**src/rtl/fifo_wr_arbiter.sv**
```systemverilog
// Round-robin write-port arbiter: NUM_REQ valid/ready producers share one sync FIFO write port.
// A winner may keep the port for up to MAX_BURST consecutive beats before the grant rotates.
// Optional statistics counters are built when FIFO_ARB_STATS_EN is defined.

module fifo_wr_arbiter #(
    parameter int unsigned NUM_REQ    = 4,
    parameter int unsigned DATA_WIDTH = 8,
    parameter int unsigned MAX_BURST  = 4,
    localparam int unsigned IDW       = $clog2(NUM_REQ)
) (
    input  logic                          clk,
    input  logic                          reset_n,
    input  logic [NUM_REQ-1:0]            req_valid,
    input  logic [NUM_REQ*DATA_WIDTH-1:0] req_data,
    output logic [NUM_REQ-1:0]            req_ready,
    input  logic                          fifo_full,
    output logic                          fifo_wr_en,
    output logic [DATA_WIDTH-1:0]         fifo_din,
    output logic [IDW-1:0]                grant_id,
    output logic                          busy
`ifdef FIFO_ARB_STATS_EN
    ,
    output logic [NUM_REQ*16-1:0]         beat_cnt_vec,
    output logic [15:0]                   stall_cnt
`endif
);

    localparam int unsigned BCW = $clog2(MAX_BURST + 1);
    // beat_cnt value on the beat that completes a burst
    localparam logic [BCW-1:0] LastBeat = BCW'(MAX_BURST - 1);

    typedef enum logic [0:0] {
        StIdle,
        StLock
    } state_e;

    state_e         state_q, state_d;
    logic [IDW-1:0] owner_q, owner_d;
    logic [IDW-1:0] last_grant_q, last_grant_d;
    logic [BCW-1:0] beat_cnt_q, beat_cnt_d;

    logic [IDW-1:0] sel;
    logic           sel_vld;
    logic           xfer;

    // Select a requester: rotating priority in IDLE, the lock owner in LOCK.
    always_comb begin
        int  idx;
        logic found;
        sel     = '0;
        sel_vld = 1'b0;
        idx     = 0;
        found   = 1'b0;
        if (state_q == StLock) begin
            sel     = owner_q;
            sel_vld = req_valid[owner_q];
        end else begin
            for (int k = 0; k < int'(NUM_REQ); k++) begin
                idx = int'(last_grant_q) + 1 + k;
                if (idx >= int'(NUM_REQ)) begin
                    idx = idx - int'(NUM_REQ);
                end
                if (!found && req_valid[idx]) begin
                    sel   = IDW'(idx);
                    found = 1'b1;
                end
            end
            sel_vld = |req_valid;
        end
    end

    assign xfer = sel_vld & ~fifo_full & reset_n;

    // Drive the FIFO write side and the per-requester handshake; all quiet in reset.
    always_comb begin
        fifo_wr_en = xfer;
        req_ready  = '0;
        fifo_din   = '0;
        grant_id   = '0;
        busy       = 1'b0;
        if (reset_n) begin
            grant_id = sel;
            busy     = (state_q == StLock);
            for (int i = 0; i < int'(NUM_REQ); i++) begin
                if (sel == IDW'(i)) begin
                    req_ready[i] = xfer;
                    if (sel_vld) begin
                        fifo_din = req_data[i*DATA_WIDTH +: DATA_WIDTH];
                    end
                end
            end
        end
    end

    // Next-state logic for the burst lock, rotation pointer and beat counter.
    always_comb begin
        state_d      = state_q;
        owner_d      = owner_q;
        last_grant_d = last_grant_q;
        beat_cnt_d   = beat_cnt_q;
        unique case (state_q)
            StIdle: begin
                if (xfer) begin
                    last_grant_d = sel;
                    if (MAX_BURST > 1) begin
                        owner_d    = sel;
                        beat_cnt_d = BCW'(1);
                        state_d    = StLock;
                    end
                end
            end
            StLock: begin
                if (!req_valid[owner_q]) begin
                    // Owner went away: release and spend one bubble cycle.
                    state_d    = StIdle;
                    beat_cnt_d = '0;
                end else if (xfer) begin
                    if (beat_cnt_q == LastBeat) begin
                        // last_grant already equals owner, so the next one gets priority.
                        state_d    = StIdle;
                        beat_cnt_d = '0;
                    end else begin
                        beat_cnt_d = beat_cnt_q + BCW'(1);
                    end
                end
            end
            default: begin
                state_d    = StIdle;
                beat_cnt_d = '0;
            end
        endcase
    end

    // State register with synchronous active-low reset; requester 0 wins first after reset.
    always_ff @(posedge clk) begin
        if (!reset_n) begin
            state_q      <= StIdle;
            owner_q      <= '0;
            last_grant_q <= IDW'(NUM_REQ - 1);
            beat_cnt_q   <= '0;
        end else begin
            state_q      <= state_d;
            owner_q      <= owner_d;
            last_grant_q <= last_grant_d;
            beat_cnt_q   <= beat_cnt_d;
        end
    end

`ifdef FIFO_ARB_STATS_EN
    logic [15:0] beat_stat_q [NUM_REQ];
    logic [15:0] stall_stat_q;

    // Per-requester accepted-beat counters, saturating at all ones.
    always_ff @(posedge clk) begin
        if (!reset_n) begin
            for (int i = 0; i < int'(NUM_REQ); i++) begin
                beat_stat_q[i] <= '0;
            end
        end else begin
            for (int i = 0; i < int'(NUM_REQ); i++) begin
                if (req_ready[i] && (beat_stat_q[i] != 16'hFFFF)) begin
                    beat_stat_q[i] <= beat_stat_q[i] + 16'd1;
                end
            end
        end
    end

    // Count cycles where a requester is selected but the FIFO is full, saturating.
    always_ff @(posedge clk) begin
        if (!reset_n) begin
            stall_stat_q <= '0;
        end else if (sel_vld && fifo_full && (stall_stat_q != 16'hFFFF)) begin
            stall_stat_q <= stall_stat_q + 16'd1;
        end
    end

    // Flatten the counter array onto the output vector.
    always_comb begin
        beat_cnt_vec = '0;
        for (int i = 0; i < int'(NUM_REQ); i++) begin
            beat_cnt_vec[i*16 +: 16] = beat_stat_q[i];
        end
    end

    assign stall_cnt = stall_stat_q;
`else
    // Statistics disabled: no counters are built.
`endif

    // Never write into a full FIFO, and accept from at most one requester per cycle.
    no_write_when_full: assert property (@(posedge clk) disable iff (!reset_n)
        fifo_full |-> !fifo_wr_en);
    ready_onehot: assert property (@(posedge clk) disable iff (!reset_n)
        $onehot0(req_ready));

endmodule

```
**config.mk**
```make
export PLATFORM = sky130hd
export DESIGN_NAME = fifo_wr_arbiter
export DESIGN_NICKNAME = d
export VERILOG_FILES = /design/src/rtl/fifo_wr_arbiter.sv
export SDC_FILE = /design/constraint.sdc
export NUM_CORES = 1
export LEC_CHECK = 0
export ABC_AREA = 1
export BUFFER_PORTS_ARGS = -buffer_cell sky130_fd_sc_hd__clkbuf_2
export CORE_MARGIN = 4
export CORE_UTILIZATION = 52
export CTS_BUF_LIST = sky130_fd_sc_hd__clkbuf_8
export DETAILED_ROUTE_END_ITERATION = 16
export PLACE_DENSITY = 0.92
export SETUP_SLACK_MARGIN = 0.1
export SLEW_MARGIN = 20
export SYNTH_ARGS = -nofsm -noshare
export SYNTH_HDL_FRONTEND = slang
export SYNTH_SLANG_ARGS = --single-unit
```
**constraint.sdc**
```tcl
create_clock -name clk -period 3.67 [get_ports clk]
set_clock_uncertainty 0.2 [all_clocks]
set_input_delay 0.1835 -clock clk [delete_from_list [all_inputs] [get_ports clk]]
set_output_delay 0.1835 -clock clk [all_outputs]
set_load 0.05 [all_outputs]
```
==> out/qor.json, run 1 <==
{
  "status": {
    "status": "complete, no violations"
  },
  "logic_synthesis": {
    "number_of_enable_type_register_cells_in_the_synthesized_netlist": 0,
    "most_used_standard_cell_by_instance_count_after_synthesis": "sky130_fd_sc_hd__nand2_1",
    "synth_cell_types": 29,
    "yosys_warnings": 0,
    "ys.flop_type": "sky130_fd_sc_hd__dfxtp_1",
    "synthesis.area_um2": 1160,
    "postSynth.asyncResetShare_pct": 0,
    "synth_top_area_cell": "sky130_fd_sc_hd__nand2_1",
    "syn_nets": 243,
    "yosysSeqAreaShare_pct": 13.8,
    "syn_avg_cell_area_um2": 5.70,
    "postSynthCellCount": 203,
    "yosys-top-cells-count": "sky130_fd_sc_hd__nand2_1, sky130_fd_sc_hd__inv_1, sky130_fd_sc_hd__nand3_1",
    "ys_ff_latch": 8,
    "synth_top_cell_area_share_pct": 17.5,
    "yosys-top-cells-area": "sky130_fd_sc_hd__nand2_1, sky130_fd_sc_hd__dfxtp_1, sky130_fd_sc_hd__nand3_1"
  },
  "timing": {
    "report.final.slew_viol_count": 0,
    "setup_total_negative_slack_ns": 0,
    "clock.fmax_mhz": 342,
    "layout_worst_path_cycle_share_pct": 79.7,
    "final_number_of_setup_violating_endpoints": 0,
    "setup_repair_after_global_routing_missed_its_margin": "false",
    "max_slew.worst_pin.slew_ns": 0.452,
    "post-route-min-period_ns": 2.93,
    "worst_slew_margin_rel_pct": 69.9,
    "report.final.hold_viol_count": 0
  },
  "detailed_routing": {
    "remaining_routing_drc_violations": 0,
    "post_detailed_route_wirelength_per_cell_um": 11.1,
    "via_per_inst": 5.10,
    "drt_iter0_drc": 35,
    "totalWireLength_um": 3140,
    "dr.pass1.iters": 4,
    "postRouteAntennaNets": 0,
    "num_vias": 1438
  },
  "cells_and_area": {
    "fillers": 206,
    "multiInputGateArea_um2": 813,
    "layout-drive-gt1-share_pct": 33.3,
    "layout-area-overhead-vs-synth_pct": 25.8,
    "antenna_cells_inserted": 0,
    "sequential_cell_area_um2": 160,
    "fin_util_pct": 71.3,
    "stdcell_count": 282,
    "post-route-cell-area_um2": 1460,
    "num-nets-final": 297
  },
  "floorplanning": {
    "initial_utilization_pct": 56.7,
    "io_pins": 55,
    "die-width_um": 55.2,
    "die_h_um": 55.2,
    "floorplan.core_area_um2": 2040,
    "core.rowCount": 16,
    "floorplan.die_area_um2": 3040
  },
  "setup_path": {
    "cp-start-kind": "register",
    "worst-r2r-cell-count": 12,
    "cp.required_ns": 3.29,
    "r2r_end": "owner_q[0]",
    "critPathArrivalTime_ns": 2.54,
    "end_kind": "output pin",
    "critical_path.reg2reg.startpoint": "last_grant_q[0]",
    "ff2ff_setup_slack_ns": 1.53,
    "critical_path_class": "register to output pin",
    "critical_path_peak_fanout": 15
  },
  "placement": {
    "port_buffers": 54,
    "dp_cells": 279,
    "gpl.final_weighted_congestion": 0.849,
    "detailed_place_hpwl_um": 2590,
    "post_dp_cell_area_um2": 1420
  },
  "grt": {
    "grt_max_degree": 18,
    "grt_pass1_wl_um": 5250,
    "globalRouteTotalUtil_pct": 23.2,
    "grt_antenna_before_repair": 0,
    "grt.overflow.total": 0,
    "first_global_vias": 1281
  },
  "pwr": {
    "vdd.ir_drop.worst_mv": 0.423,
    "p_per_area_nw_per_um2": 425,
    "total_leakage_power_nw": 0.811
  },
  "min_path": {
    "timing.hold.worst.class": "input pin to register",
    "hold_path.startpoint": "reset_n",
    "min_delay_path_depth": 2,
    "hold-path-endpoint": "last_grant_q[1]"
  },
  "cts": {
    "cts.sink_count": 8,
    "cells_resized_by_post_cts_repair": 0,
    "cts.path.max_buffers": 2,
    "clock_insertion_delay_worst_skew_ns": 0.23,
    "cts_root_buf": "sky130_fd_sc_hd__clkbuf_8",
    "cts_inserted_buffers": 3,
    "cts.reportedPaths.clkPinSlew_ns": 0.04,
    "cts_hold_buffers": 0,
    "post_cts.repair.setup_buffers": 0,
    "cts_tree": "built",
    "ctsHtreeMaxLevel": 1
  },
  "job": {
    "count_of_maximum_capacitance_violations": 0
  }
}
==> stage by stage <==
stage / hold slack [ns] / power (mW) / worst slack (ns)
after floorplan: 0.196 / 0.444 / 0.702
after global placement: 0.229 / 0.509 / 1.06
after detailed placement: 0.227 / 0.514 / 0.992
after CTS: 0.110 / 0.621 / 0.744
after global routing: 0.122 / 0.676 / 0.449
final: 0.118 / 0.618 / 0.743
==> cell type report <==
| type | instances | share of cell area (%) |
|---|---|---|
| Tap cell | 27 | 2.32 |
| Clock buffer | 3 | 2.84 |
| Timing Repair Buffer | 54 | 18.6 |
| Inverter | 34 | 9.45 |
| Sequential cell | 8 | 11.0 |
| Multi-Input combinational cell | 156 | 55.8 |
==> sequential cells by signal (all words and copies together), names as in the netlist <==
| signal | flops |
|---|---|
| state_q | 1 |
| owner_q | 2 |
| last_grant_q | 2 |
| beat_cnt_q | 3 |
==> critical path, stage by stage (launching register included) <==
cell and delay [ns]:
sky130_fd_sc_hd__dfxtp_1 0.59, sky130_fd_sc_hd__inv_6 0.10, sky130_fd_sc_hd__nand2_1 0.09, sky130_fd_sc_hd__nand2_2 0.06, sky130_fd_sc_hd__nand2_2 0.09, sky130_fd_sc_hd__a21boi_1 0.16, sky130_fd_sc_hd__nand2_1 0.07, sky130_fd_sc_hd__clkinv_1 0.05
sky130_fd_sc_hd__nand3_2 0.09, sky130_fd_sc_hd__nand2_4 0.19, sky130_fd_sc_hd__inv_6 0.08, sky130_fd_sc_hd__nor2_4 0.12, sky130_fd_sc_hd__nand3_1 0.08, sky130_fd_sc_hd__nand2_1 0.06, sky130_fd_sc_hd__inv_1 0.04, sky130_fd_sc_hd__a21oi_1 0.14
sky130_fd_sc_hd__clkbuf_2 0.30
==> routing by layer <==
layer / vias up / track usage, % / wire (um)
li1: 771 / - / -
met1: 625 / 30.8 / 1330
met2: 40 / 39.2 / 1640
met3: 2 / 3.75 / 162
met4: 0 / 4.86 / 11
met5: - / 0 / 0
==> layout by cell type (no fill, tap or decap), types with 2 or more instances in the layout <==
cell type	netlist	final
sky130_fd_sc_hd__clkbuf_8	0	3
sky130_fd_sc_hd__nand4_1	7	7
sky130_fd_sc_hd__nand3_1	23	23
sky130_fd_sc_hd__clkinv_1	3	3
sky130_fd_sc_hd__nor2_2	3	3
sky130_fd_sc_hd__dfxtp_1	8	8
sky130_fd_sc_hd__a21oi_1	16	16
sky130_fd_sc_hd__nand2_4	2	2
sky130_fd_sc_hd__nor2_4	2	2
sky130_fd_sc_hd__o211ai_1	6	6
sky130_fd_sc_hd__nand2_2	11	11
sky130_fd_sc_hd__inv_2	3	3
sky130_fd_sc_hd__nor3_1	2	2
sky130_fd_sc_hd__nand3_2	3	3
sky130_fd_sc_hd__nand2_1	54	54
sky130_fd_sc_hd__inv_6	2	2
sky130_fd_sc_hd__o21ai_0	10	10
sky130_fd_sc_hd__inv_1	26	26
sky130_fd_sc_hd__nor2_1	10	10
sky130_fd_sc_hd__clkbuf_2	0	54
==> report_power, final <==
part	switching, mW	internal (mW)	leakage, nW
Combinational	0.294	0.116	0.723
Clock	0.0343	0.0710	0.0216
Sequential	0.0100	0.0936	0.0655
==> logic make-up (layout without fill, tap and decap cells) <==
family          after synthesis  count (layout)  synth area share, %
flops                         8               8                 13.8
compound gates               36              36                 17.6
buf+inv                      39              91                 15.9
fa+ha+maj                     1               1                 1.08
simple gates                119             119                 51.6
==> worst max path at each step <==
stage	start	to	slack (ns)	depth (start not counted)
6_report	last_grant_q[0]	fifo_din[0]	0.74	16
5_1_grt	last_grant_q[0]	fifo_din[5]	0.45	15
4_1_cts	last_grant_q[0]	fifo_din[6]	0.74	15
3_5_place_dp	last_grant_q[0]	fifo_din[6]	0.99	15
3_3_place_gp	last_grant_q[0]	fifo_din[6]	1.06	15
2_1_floorplan	owner_q[0]	req_ready[0]	0.70	8
Power figures use the tool's default switching activity.
==> run 2: changes to the inputs <==
--- a/config.mk
+++ b/config.mk
@@ -8,10 +8,10 @@
 export ABC_AREA = 1
 export BUFFER_PORTS_ARGS = -buffer_cell sky130_fd_sc_hd__clkbuf_2
 export CORE_MARGIN = 4
-export CORE_UTILIZATION = 52
+export CORE_UTILIZATION = 43
 export CTS_BUF_LIST = sky130_fd_sc_hd__clkbuf_8
 export DETAILED_ROUTE_END_ITERATION = 16
-export PLACE_DENSITY = 0.92
+export PLACE_DENSITY = 0.82
 export SETUP_SLACK_MARGIN = 0.1
 export SLEW_MARGIN = 20
 export SYNTH_ARGS = -nofsm -noshare
==> constraint.sdc (replaced) <==
create_clock -name clk -period 2.4 [get_ports clk]
set_clock_uncertainty 0.2 [all_clocks]
set_input_delay 0.12 -clock clk [delete_from_list [all_inputs] [get_ports clk]]
set_output_delay 0.12 -clock clk [all_outputs]
set_load 0.05 [all_outputs]
==> run 2 against run 1 <==
Against the previous run:
- die area grew 18%
- worst hold slack worse by 0.034 ns
- sequential power up 51%
- sequential share of layout area is 3.2 points lower
- clock-buffer cell count did not move
- sequential cell count did not move
- final area rose by 49%
- the flow now finishes with violations (setup timing)
- largest power group unchanged
- critical endpoint is now fifo_din[6]
==> out/qor.json, run 2 (synthesis results as in run 1) <==
{
  "status": {
    "status": {"value": "finished, violations left", "change": "was complete, no violations"},
    "failed_checks": "setup timing"
  },
  "cells_and_area": {
    "antenna_cells_inserted": {"value": 0, "change": "unchanged"},
    "layout-drive-gt1-share": {"value": 54.3, "unit": "%", "change": "was 33.3%"},
    "fin_util": {"value": 85.8, "unit": "%", "change": "was 71.3%"},
    "largestRegisters": {"value": "beat_cnt_q: 3 flops, last_grant_q: 2 flops, owner_q: 2 flops", "change": "unchanged"},
    "layout-area-overhead-vs-synth": {"value": 86.9, "unit": "%", "change": "was 25.8%"},
    "most-common-layout-cells": {"value": "sky130_fd_sc_hd__nand2_1, sky130_fd_sc_hd__clkbuf_2, sky130_fd_sc_hd__inv_1", "change": "unchanged"},
    "final_common_cell": "sky130_fd_sc_hd__nand2_1",
    "reg_with_most_ffs": {"value": "beat_cnt_q", "change": "unchanged"},
    "num-nets-final": {"value": 322, "change": "was 297"},
    "largest_reg_flops": {"value": 3, "change": "unchanged"}
  },
  "placement": {
    "detailed_place_hpwl": {"value": 2700, "unit": "um", "change": "was 2590 um"},
    "gpl.final_weighted_congestion": {"value": 0.868, "change": "was 0.849"},
    "port_buffers": {"value": 54, "change": "unchanged"}
  },
  "floorplanning": {
    "io_pins": {"value": 55, "change": "unchanged"},
    "floorplan.core_area": {"value": 2520, "unit": "um2", "change": "was 2040 um2"},
    "initial_utilization": {"value": 45.9, "unit": "%", "change": "was 56.7%"},
    "die-width": {"value": 59.9, "unit": "um", "change": "was 55.2 um"},
    "core.rowCount": {"value": 18, "change": "was 16"},
    "die_h": {"value": 59.9, "unit": "um", "change": "was 55.2 um"},
    "floorplan.die_area": {"value": 3590, "unit": "um2", "change": "was 3040 um2"}
  },
  "grt": {
    "grt_pass1_wl": {"value": 6390, "unit": "um", "change": "was 5250 um"},
    "grt_antenna_before_repair": {"value": 0, "change": "unchanged"},
    "grt_max_degree": {"value": 19, "change": "was 18"},
    "globalRouteTotalUtil": {"value": 22.6, "unit": "%", "change": "was 23.2%"},
    "grt.overflow.total": {"value": 0, "change": "unchanged"},
    "first_global_vias": {"value": 1477, "change": "was 1281"}
  },
  "setup_path": {
    "ff2ff_setup_slack": {"value": 0.25, "unit": "ns", "change": "was 1.53 ns"},
    "crit_path_top_delay_cell": {"value": "sky130_fd_sc_hd__dfxtp_4", "change": "was sky130_fd_sc_hd__dfxtp_1"},
    "crit_top_cell": {"value": "sky130_fd_sc_hd__nand2_4", "change": "was sky130_fd_sc_hd__nand2_1"},
    "path_cells": {"value": "buf_12 -> inv_8 -> nand2_4 -> nand2_4 -> nand2_4 -> nand2_4 -> a21oi_1 -> nand2_1 -> nand3_4 -> nand2_8 -> buf_12 -> clkinv_8 -> nand2_1 -> nand2_1 -> nand3_2 -> a21oi_2 -> buf_8", "change": "was inv_6 -> nand2_1 -> nand2_2 -> nand2_2 -> a21boi_1 -> nand2_1 -> clkinv_1 -> nand3_2 -> nand2_4 -> inv_6 -> nor2_4 -> nand3_1 -> nand2_1 -> inv_1 -> a21oi_1 -> clkbuf_2"},
    "cp_num_buf_inv": {"value": 5, "change": "unchanged"},
    "critical_path_class": {"value": "register to output pin", "change": "unchanged"},
    "cp_top_family": {"value": "simple AND/OR/NAND/NOR gates", "change": "unchanged"},
    "critPathArrivalTime": {"value": 2.42, "unit": "ns", "change": "was 2.54 ns"},
    "end_kind": {"value": "output pin", "change": "unchanged"},
    "cp.required": {"value": 2.08, "unit": "ns", "change": "was 3.29 ns"},
    "timing.critical_path.slowest_cell_delay": {"value": 0.37, "unit": "ns", "change": "was 0.59 ns"},
    "cp-start-kind": {"value": "register", "change": "unchanged"},
    "critical_path_peak_fanout": {"value": 9, "change": "was 15"}
  },
  "job": {
    "count_of_maximum_capacitance_violations": {"value": 0, "change": "unchanged"}
  },
  "detailed_routing": {
    "post_detailed_route_wirelength_per_cell": {"value": 17.6, "unit": "um", "change": "was 11.1 um"},
    "via_per_inst": {"value": 5.90, "change": "was 5.10"},
    "postRouteAntennaNets": {"value": 0, "change": "unchanged"},
    "dr.pass1.iters": {"value": 5, "change": "was 4"},
    "totalWireLength": {"value": 5470, "unit": "um", "change": "was 3140 um"},
    "remaining_routing_drc_violations": {"value": 0, "change": "unchanged"},
    "num_vias": {"value": 1828, "change": "was 1438"},
    "drt_iter0_drc": {"value": 130, "change": "was 35"}
  },
  "pwr": {
    "p_per_area": {"value": 678, "unit": "nW/um2", "change": "was 425 nW/um2"},
    "internal_power": {"value": 0.712, "unit": "mW", "change": "was 0.281 mW"},
    "seq_power_share": {"value": 10.7, "unit": "%", "change": "was 16.8%"},
    "total_leakage_power": {"value": 1.07, "unit": "nW", "change": "was 0.811 nW"},
    "p_sw_share": {"value": 51.4, "unit": "%", "change": "was 54.6%"},
    "vdd.ir_drop.worst": {"value": 0.539, "unit": "mV", "change": "was 0.423 mV"},
    "comb_power_share": {"value": 78.3, "unit": "%", "change": "was 66.2%"},
    "total_switching_power": {"value": 0.754, "unit": "mW", "change": "was 0.338 mW"},
    "clk_network_pwr_share": {"value": 11.0, "unit": "%", "change": "was 17.0%"},
    "total_power": {"value": 1.47, "unit": "mW", "change": "was 0.618 mW"}
  },
  "timing": {
    "layout_worst_path_cycle_share_pct": 114,
    "clock.fmax_mhz": 366,
    "setup_slack": {"value": -0.336, "unit": "ns", "change": "was 0.743 ns"},
    "max_slew.worst_pin.slew": {"value": 0.458, "unit": "ns", "change": "was 0.452 ns"},
    "final_number_of_setup_violating_endpoints": {"value": 12, "change": "was 0"},
    "report.final.hold_viol_count": {"value": 0, "change": "unchanged"},
    "finalHoldWorstSlack": {"value": 0.0833, "unit": "ns", "change": "was 0.118 ns"},
    "post-route-min-period_ns": 2.74,
    "report.final.slew_viol_count": {"value": 0, "change": "unchanged"},
    "setup_total_negative_slack": {"value": -2.81, "unit": "ns", "change": "was 0 ns"},
    "setup_repair_after_global_routing_missed_its_margin": {"value": "true", "change": "was false"},
    "worst_slew_margin_rel": {"value": 69.4, "unit": "%", "change": "was 69.9%"}
  },
  "min_path": {
    "timing.hold.worst.class": {"value": "input pin to register", "change": "unchanged"}
  },
  "cts": {
    "clock_insertion_delay_worst_skew": {"value": 0.23, "unit": "ns", "change": "about the same"},
    "cts_root_buf": {"value": "sky130_fd_sc_hd__clkbuf_8", "change": "unchanged"},
    "cts_tree": {"value": "built", "change": "unchanged"},
    "ctsHtreeMaxLevel": {"value": 1, "change": "unchanged"},
    "cts.reportedPaths.clkPinSlew": {"value": 0.04, "unit": "ns", "change": "about the same"},
    "cts_inserted_buffers": {"value": 3, "change": "unchanged"},
    "cts.sink_count": {"value": 8, "change": "unchanged"},
    "cts.path.max_buffers": {"value": 2, "change": "unchanged"}
  }
}
run 2: cell types whose count changed in the layout (fill, tap and decap cells not counted), sizes merged:
cell,previous run,this run
clkbuf,57,45
nand2,67,68
nand3,27,28
buf,0,34
clkinv,3,4
run 2: worst paths after layout:
kind                         from               to  cells after the start
setup / recovery  last_grant_q[0]      fifo_din[6]                     17
hold / removal            reset_n  last_grant_q[1]                      2
setup reg to reg       owner_q[0]       owner_q[1]                     10
hold reg to reg     beat_cnt_q[2]    beat_cnt_q[2]                      2
run 2: layout make-up:
class,instances,area (um2)
multi-input cells,158,1120
repair buffers,76,633
fillers,129,359
flip-flops and latches,8,168
inverters,34,160
clock buffers,3,41.3
well taps,30,37.5
repair inverters,1,6.26
run 2: metrics by stage:
step           cells  setup slack (ns)  instance area [um2]
6_report         310            -0.336                 2160
5_1_grt          310            -0.435                 2160
4_1_cts          301            -0.132                 1810
3_5_place_dp     292           -0.0780                 1570
3_3_place_gp     292            0.0215                 1570
2_1_floorplan    203            -0.155                 1220
run 2: power groups by stage:
stage	sequential (mW)	clock (mW)	combinational [mW]
floorplan	0.153	0	0.574
global placement	0.155	0	0.719
detailed placement	0.155	0	0.728
CTS	0.154	0.164	0.854
global route	0.158	0.173	1.21
finish	0.157	0.161	1.15
run 2: layer usage:
layer  vias to the layer above  routed length, um  track usage [%]
met5                         -                  0                0
met4                         0                343             7.28
met3                        41                397             4.10
met2                       127               2760             38.6
met1                       839               1970             28.3
li1                        821                  -                -
run 2: timing repair:
item	in CTS	in global routing
setup buffers	4	7
gates cloned	2	2
pin swaps	5	24
hold buffers	0	0
setup endpoints to repair	14	14
resized for setup	38	78
